### src/rtl/timer_pkg.sv
// Shared constants for the timer counter/compare core: write-select encodings,
// counter width, compare reset value and the byte-merge helper.
package timer_pkg;

  localparam int          CNT_WIDTH   = 64;
  localparam int          HALF_WIDTH  = 32;
  localparam logic [63:0] CMP_RST_VAL = 64'hFFFF_FFFF_FFFF_FFFF;

  localparam logic [2:0] SEL_CNT_LO = 3'd0;
  localparam logic [2:0] SEL_CNT_HI = 3'd1;
  localparam logic [2:0] SEL_CMP_LO = 3'd2;
  localparam logic [2:0] SEL_CMP_HI = 3'd3;
  localparam logic [2:0] SEL_INT_ST = 3'd4;
  localparam logic [2:0] SEL_INT_EN = 3'd5;

  typedef struct packed {
    logic        en;
    logic [2:0]  sel;
    logic [31:0] data;
    logic [3:0]  strb;
  } wr_req_t;

  function automatic logic [31:0] byte_merge(input logic [31:0] old_v,
                                             input logic [31:0] new_v,
                                             input logic [3:0]  strb);
    logic [31:0] res;
    for (int b = 0; b < 4; b++)
      res[b*8 +: 8] = strb[b] ? new_v[b*8 +: 8] : old_v[b*8 +: 8];
    return res;
  endfunction

endpackage

### src/rtl/timer_int_ctrl.sv
// Interrupt status/enable for the timer: level-set on match, W1C clear, set wins.
// TIMER_CMP_AUTO_CLR_EN adds the auto_clr control bit.
module timer_int_ctrl (
  input  logic sys_clk,
  input  logic sys_rst_n,
  input  logic match,
  input  logic st_clr,
  input  logic en_wr,
  input  logic en_d,
`ifdef TIMER_CMP_AUTO_CLR_EN
  input  logic ac_d,
  output logic auto_clr,
`endif
  output logic int_st,
  output logic int_en,
  output logic tim_int
);

  always_ff @(posedge sys_clk) begin
    if (!sys_rst_n) begin
      int_st <= 1'b0;
      int_en <= 1'b0;
    end else begin
      if (match)       int_st <= 1'b1;
      else if (st_clr) int_st <= 1'b0;
      if (en_wr)       int_en <= en_d;
    end
  end

`ifdef TIMER_CMP_AUTO_CLR_EN
  always_ff @(posedge sys_clk) begin
    if (!sys_rst_n)  auto_clr <= 1'b0;
    else if (en_wr)  auto_clr <= ac_d;
  end
`endif

  assign tim_int = int_st & int_en;

endmodule

### src/rtl/timer_cnt_cmp.sv
// Timer 64-bit counter and compare datapath with byte-masked half writes.
// Optional periodic mode (auto-clear on match) under TIMER_CMP_AUTO_CLR_EN.
module timer_cnt_cmp
  import timer_pkg::*;
#(
  parameter int              CNT_W   = CNT_WIDTH,
  parameter logic [CNT_W-1:0] CMP_RST = CMP_RST_VAL
) (
  input  logic             sys_clk,
  input  logic             sys_rst_n,
  input  logic             timer_en,
  input  logic             cnt_en,
  input  logic             halt_ack,
  input  logic             wr_en,
  input  logic [2:0]       wr_sel,
  input  logic [31:0]      wdata,
  input  logic [3:0]       wstrb,
  output logic [CNT_W-1:0] cnt,
  output logic [CNT_W-1:0] cmp,
  output logic             int_st,
  output logic             int_en,
  output logic             tim_int
`ifdef TIMER_CMP_AUTO_CLR_EN
  ,output logic            auto_clr
`endif
);

  localparam int HW = CNT_W / 2;

  wr_req_t                 wr_req;
  logic [1:0][HW-1:0]      cnt_q, cnt_nxt, cmp_q;
  logic                    timer_en_d;
  logic                    match;
  logic                    ac;

  assign wr_req = '{en: wr_en, sel: wr_sel, data: wdata, strb: wstrb};

  assign match = (cnt_q == cmp_q);
  assign cnt   = cnt_q;
  assign cmp   = cmp_q;

  // Write beats disable-clear beats halt beats tick; the untouched half holds.
  always_comb begin
    cnt_nxt = cnt_q;
    if (wr_req.en && wr_req.sel == SEL_CNT_LO)
      cnt_nxt[0] = byte_merge(cnt_q[0], wr_req.data, wr_req.strb);
    else if (wr_req.en && wr_req.sel == SEL_CNT_HI)
      cnt_nxt[1] = byte_merge(cnt_q[1], wr_req.data, wr_req.strb);
    else if (timer_en_d && !timer_en)
      cnt_nxt = '0;
    else if (halt_ack)
      cnt_nxt = cnt_q;
    else if (cnt_en && timer_en)
      cnt_nxt = (ac && match) ? '0 : cnt_q + 1'b1;
  end

  always_ff @(posedge sys_clk) begin
    if (!sys_rst_n) begin
      cnt_q      <= '0;
      timer_en_d <= 1'b0;
    end else begin
      cnt_q      <= cnt_nxt;
      timer_en_d <= timer_en;
    end
  end

  for (genvar h = 0; h < 2; h++) begin : g_cmp
    localparam logic [2:0] SEL = (h == 0) ? SEL_CMP_LO : SEL_CMP_HI;
    always_ff @(posedge sys_clk) begin
      if (!sys_rst_n)
        cmp_q[h] <= CMP_RST[h*HW +: HW];
      else if (wr_req.en && wr_req.sel == SEL)
        cmp_q[h] <= byte_merge(cmp_q[h], wr_req.data, wr_req.strb);
    end
  end

  timer_int_ctrl u_int_ctrl (
    .sys_clk   (sys_clk),
    .sys_rst_n (sys_rst_n),
    .match     (match),
    .st_clr    (wr_req.en && wr_req.sel == SEL_INT_ST && wr_req.strb[0] && wr_req.data[0]),
    .en_wr     (wr_req.en && wr_req.sel == SEL_INT_EN && wr_req.strb[0]),
    .en_d      (wr_req.data[0]),
`ifdef TIMER_CMP_AUTO_CLR_EN
    .ac_d      (wr_req.data[1]),
    .auto_clr  (auto_clr),
`endif
    .int_st    (int_st),
    .int_en    (int_en),
    .tim_int   (tim_int)
  );

`ifdef TIMER_CMP_AUTO_CLR_EN
  assign ac = auto_clr;
`else
  assign ac = 1'b0;
`endif

endmodule

### config.mk
export PLATFORM = sky130hd
export DESIGN_NAME = timer_cnt_cmp
export DESIGN_NICKNAME = d
export VERILOG_FILES = /design/src/rtl/timer_pkg.sv /design/src/rtl/timer_int_ctrl.sv /design/src/rtl/timer_cnt_cmp.sv
export SDC_FILE = /design/constraint.sdc
export NUM_CORES = 1
export LEC_CHECK = 0
export ABC_AREA = 1
export CAP_MARGIN = 20
export CORE_MARGIN = 2
export CORE_UTILIZATION = 36
export CTS_CLUSTER_DIAMETER = 80
export DETAILED_ROUTE_END_ITERATION = 6
export PLACE_DENSITY = 0.64
export SYNTH_ARGS = -nofsm -noshare
export SYNTH_HDL_FRONTEND = slang
export SYNTH_SLANG_ARGS = --single-unit
### constraint.sdc
create_clock -name sys_clk -period 1.6 [get_ports sys_clk]
set_input_delay 0.4 -clock sys_clk [delete_from_list [all_inputs] [get_ports sys_clk]]
set_output_delay 0.4 -clock sys_clk [all_outputs]
set_load 0.005 [all_outputs]
==> summary.md <==
| Metric | Value |
|---|---|
| Status | `complete, but fails checks` |
| Failing checks | `setup timing` |
| Starting Density | `0.364` |
| Clock power share | `0.411` |
| Critical path endpoint | `cnt[62]$_SDFFE_PN0P_` |
| Die X-Extent | `157 um` |
| Hold crit path type | `in2reg` |
| Synth unique cells | `39` |
| ANT nets after route | `0` |
| Via density | `between 5 and 6` |
| Total GRT Usage | `0.291` |
| CP Max Fanout | `6` |
| Internal power | `~0.0071 W` |
| VDD IR max | `0.625 mV` |
| Largest net degree at the start of global routing | `33` |
| Hold wc startpoint | `timer_en` |
| Post-Syn Nets | `1403` |
| Share of flip-flops with an asynchronous set or reset | `0` |
| Fmax | `between 500 and 600 MHz` |
| Slew margin rel. | `0.593` |
| Sequential area share after synthesis | `0.310` |
| Pwr Total | `0.0102 W` |
| DR iter-0 viols | `approximately 760` |
| Fin crit period | `between 1.5 and 2 ns` |
| Reg clk slew, reported paths | `roughly 0.06 ns` |
| Min Hold Slack | `0.269 ns` |
| Final Slew Violations | `0` |
| Share of cells above drive strength 1 | `0.380` |
| Register area | `2840 um^2` |
| Max Cap Viol | `0` |
| Switching Power | `~0.0031 W` |
| DRC Markers | `0` |
| R2R depth | `11` |
| Clk_skew | `approximately 0.015 ns` |
| Mapped Cells | `between 1000 and 1500` |
| Critical path class | `reg2reg` |
| Worst-skew pair later-pin latency | `0.43 ns` |
| Final Cycle Share | `1.07` |
| Post-Syn Area | `between 8000 and 9000 um^2` |
| Row count | `56` |
| IO Count | `about 180` |
| Total CTS buffers | `17` |
| Fin. Hold Viols | `0` |
| Vias in the first global route | `~10000` |
| # port buffers | `175` |
| Lkg Pwr | `6.63 nW` |
| Reg2reg end | `cnt[62]$_SDFFE_PN0P_` |
| Number of synthesized register bits | `between 100 and 150` |
| Nets | `1838` |
| Net Sw Frac | `0.302` |
| Total Wirelength | `around 37 mm` |
| Area delta synth->final | `70.1%` |
| Worst Setup Start Kind | `register` |
| Most used cell, CP | `nand2_1` |
| CTS root buf | `clkbuf_16` |
| Max Root-Sink Buffers | `2` |
| Commonest non-fill, non-tap cell in the layout | `nand2_1` |
| Setup slack, reg-to-reg | `-0.12 ns` |
| Worst EP arrival | `2.04 ns` |
| Ys Warns | `0` |
| Reg2reg start | `cnt[1]$_SDFFE_PN0P_` |
| Final WS setup | `-0.116 ns` |
| RSZ-0062 raised after global routing | `true` |
| Antenna diodes | `0` |
| Slowest cell on crit path | `dfxtp_2` |
| Setup crit end kind | `register` |
| Die Height | `157 um` |
| Initial antenna violation count | `0` |
| Mean Syn Cell Area | `a little over 6 um^2` |
| Worst-path cell chain | `buf_6 > ha_4 > nand2_1 > nor2_2 > nand2_2 > nor2_4 > nand2_4 > o21ai_1 > nand2_1 > nand2_1 > a21oi_1` |
| Post-synth EDFFs | `0` |
| Sink Count | `131` |
| Grt total ovfl | `0` |
| Pwr per Cell Area | `around 710 nW/um^2` |
| Dpl hpwl | `approximately 27 mm` |
| Setup violators final | `27` |
| Via Count | `roughly 11000` |
| CP startpoint | `cnt[1]$_SDFFE_PN0P_` |
| Worst-Margin Slew | `between 0.6 and 0.7 ns` |
| H-Tree Depth | `4` |
| CORE AREA | `around 23000 um^2` |
| Combinational fraction of design power | `0.232` |
| CTS tree | `done` |
| First-pass GRT wire length | `about 55 mm` |
| Setup TNS | `-1.68 ns` |
| Routed wire length per instance | `~18 um` |
| Area occupied by multi-input gates | `roughly 5900 um^2` |
| Seq pwr share | `0.357` |
| Fillers | `about 2200` |
| Commonest cells after routing, fill and taps aside | `nand2_1, buf_4, nor2_1` |
| Post-synth top flop | `dfxtp_1` |
| Total die area | `24700 um^2` |
| Largest stage delay, worst path | `between 0.3 and 0.4 ns` |
| GPL Wtd Cong | `between 0.9 and 1` |
| Detailed Routing Iterations Pass 1 | `5` |
| Critical path data required time | `1.92 ns` |
-- layout make-up --
| cell class | count | share of cell area |
|---|---|---|
| Clock inverter | 12 | 0.0109 |
| Clock buffer | 20 | 0.0317 |
| Tap cell | 319 | 0.0277 |
| Timing Repair Buffer | 454 | 0.277 |
| Sequential cell | 131 | 0.197 |
| Multi-Input combinational cell | 1031 | 0.413 |
| Inverter | 157 | 0.0427 |
-- metal layers --
metal | vias up | share of wire | track usage
met5 | - | 0 | 0
met4 | 0 | 0.034 | 0.103
met3 | 84 | 0.072 | 0.0617
met2 | 421 | 0.47 | 0.484
met1 | 5103 | 0.42 | 0.373
li1 | 5260 | - | -
-- Yosys cell counts, types with 6 or more instances --
| cell | instances | area share |
|---|---|---|
| nor2_1 | 264 | 0.12 |
| nand4_1 | 14 | 0.010 |
| nand2_1 | 348 | 0.15 |
| o21ai_0 | 51 | 0.030 |
| nor2_2 | 13 | 0.0096 |
| clkbuf_1 | 21 | 0.0093 |
| dfxtp_1 | 131 | 0.31 |
| inv_2 | 26 | 0.012 |
| buf_2 | 10 | 0.0059 |
| xor2_1 | 54 | 0.056 |
| o211ai_1 | 67 | 0.059 |
| a21oi_2 | 6 | 0.0062 |
| o21ai_1 | 28 | 0.017 |
| o21bai_1 | 15 | 0.013 |
| nand3_1 | 65 | 0.038 |
| a21oi_1 | 70 | 0.041 |
| inv_1 | 130 | 0.058 |
-- worst min-delay path by stage --
stage | endpoint | slack, ns | cells past startpoint
global route | timer_en_d$_SDFF_PN0_ | 0.29 | 3
global placement | u_int_ctrl.int_st$_SDFFE_PN0P_ | 0.50 | 2
CTS | cmp[8]$_SDFFE_PN1P_ | 0.40 | 3
detailed placement | u_int_ctrl.int_st$_SDFFE_PN0P_ | 0.50 | 2
finish | timer_en_d$_SDFF_PN0_ | 0.27 | 3
floorplan | u_int_ctrl.int_st$_SDFFE_PN0P_ | 0.48 | 2
-- power groups by stage --
stage / sequential, W / clock (W) / combinational [W]
2_1_floorplan: 0.00375 / 0 / 0.000849
3_3_place_gp: 0.00372 / 0 / 0.00203
5_1_grt: 0.00365 / 0.00434 / 0.00255
6_report: 0.00363 / 0.00418 / 0.00236
3_5_place_dp: 0.00372 / 0 / 0.00205
4_1_cts: 0.00362 / 0.00418 / 0.00220
-- flip-flops by register name, indices dropped and copies added, names as in the netlist --
signal             flops
cnt                   64
u_int_ctrl.int_en      1
u_int_ctrl.int_st      1
timer_en_d             1
cmp                   64
-- critical path: cells and delay by family, from the launching register on --
family | cells | cell delay [ns]
flip-flops | 1 | 0.34
AO/OA/AOI/OAI | 2 | 0.24
AND/OR/NAND/NOR | 7 | 0.80
adder cells (fa/ha/maj) | 1 | 0.14
buffers and inverters | 1 | 0.10
-- stage by stage --
| stage | worst slack (ns) | utilization | cell area [um^2] | std cells |
|---|---|---|---|---|
| after CTS | -0.0318 | 0.587 | 13700 | 2111 |
| after floorplan | 0.0259 | - | 8460 | 1357 |
| after detailed placement | -0.732 | 0.517 | 12000 | 2012 |
| after global placement | -0.712 | 0.517 | 12000 | 2012 |
| final | -0.116 | 0.619 | 14400 | 2124 |
| after global routing | -0.176 | 0.619 | 14400 | 2124 |
-- what timing repair did --
item                                   4_1_cts  5_1_grt
resized for setup                          409      204
buffers inserted                            66       14
cloned                                       1        1
endpoints found under the hold margin        0        0
pin swaps                                   57       97
hold buffers                                 0        0
setup endpoints to repair                  232       92
-- cell families after synthesis --
logic type               share of synthesized area
AO/OA/AOI/OAI                                0.186
XOR/XNOR                                    0.0569
flip-flops                                   0.310
adder cells (fa/ha/maj)                    0.00148
buffers and inverters                       0.0927
AND/OR/NAND/NOR                              0.353
(Power assumes the default switching activity.)
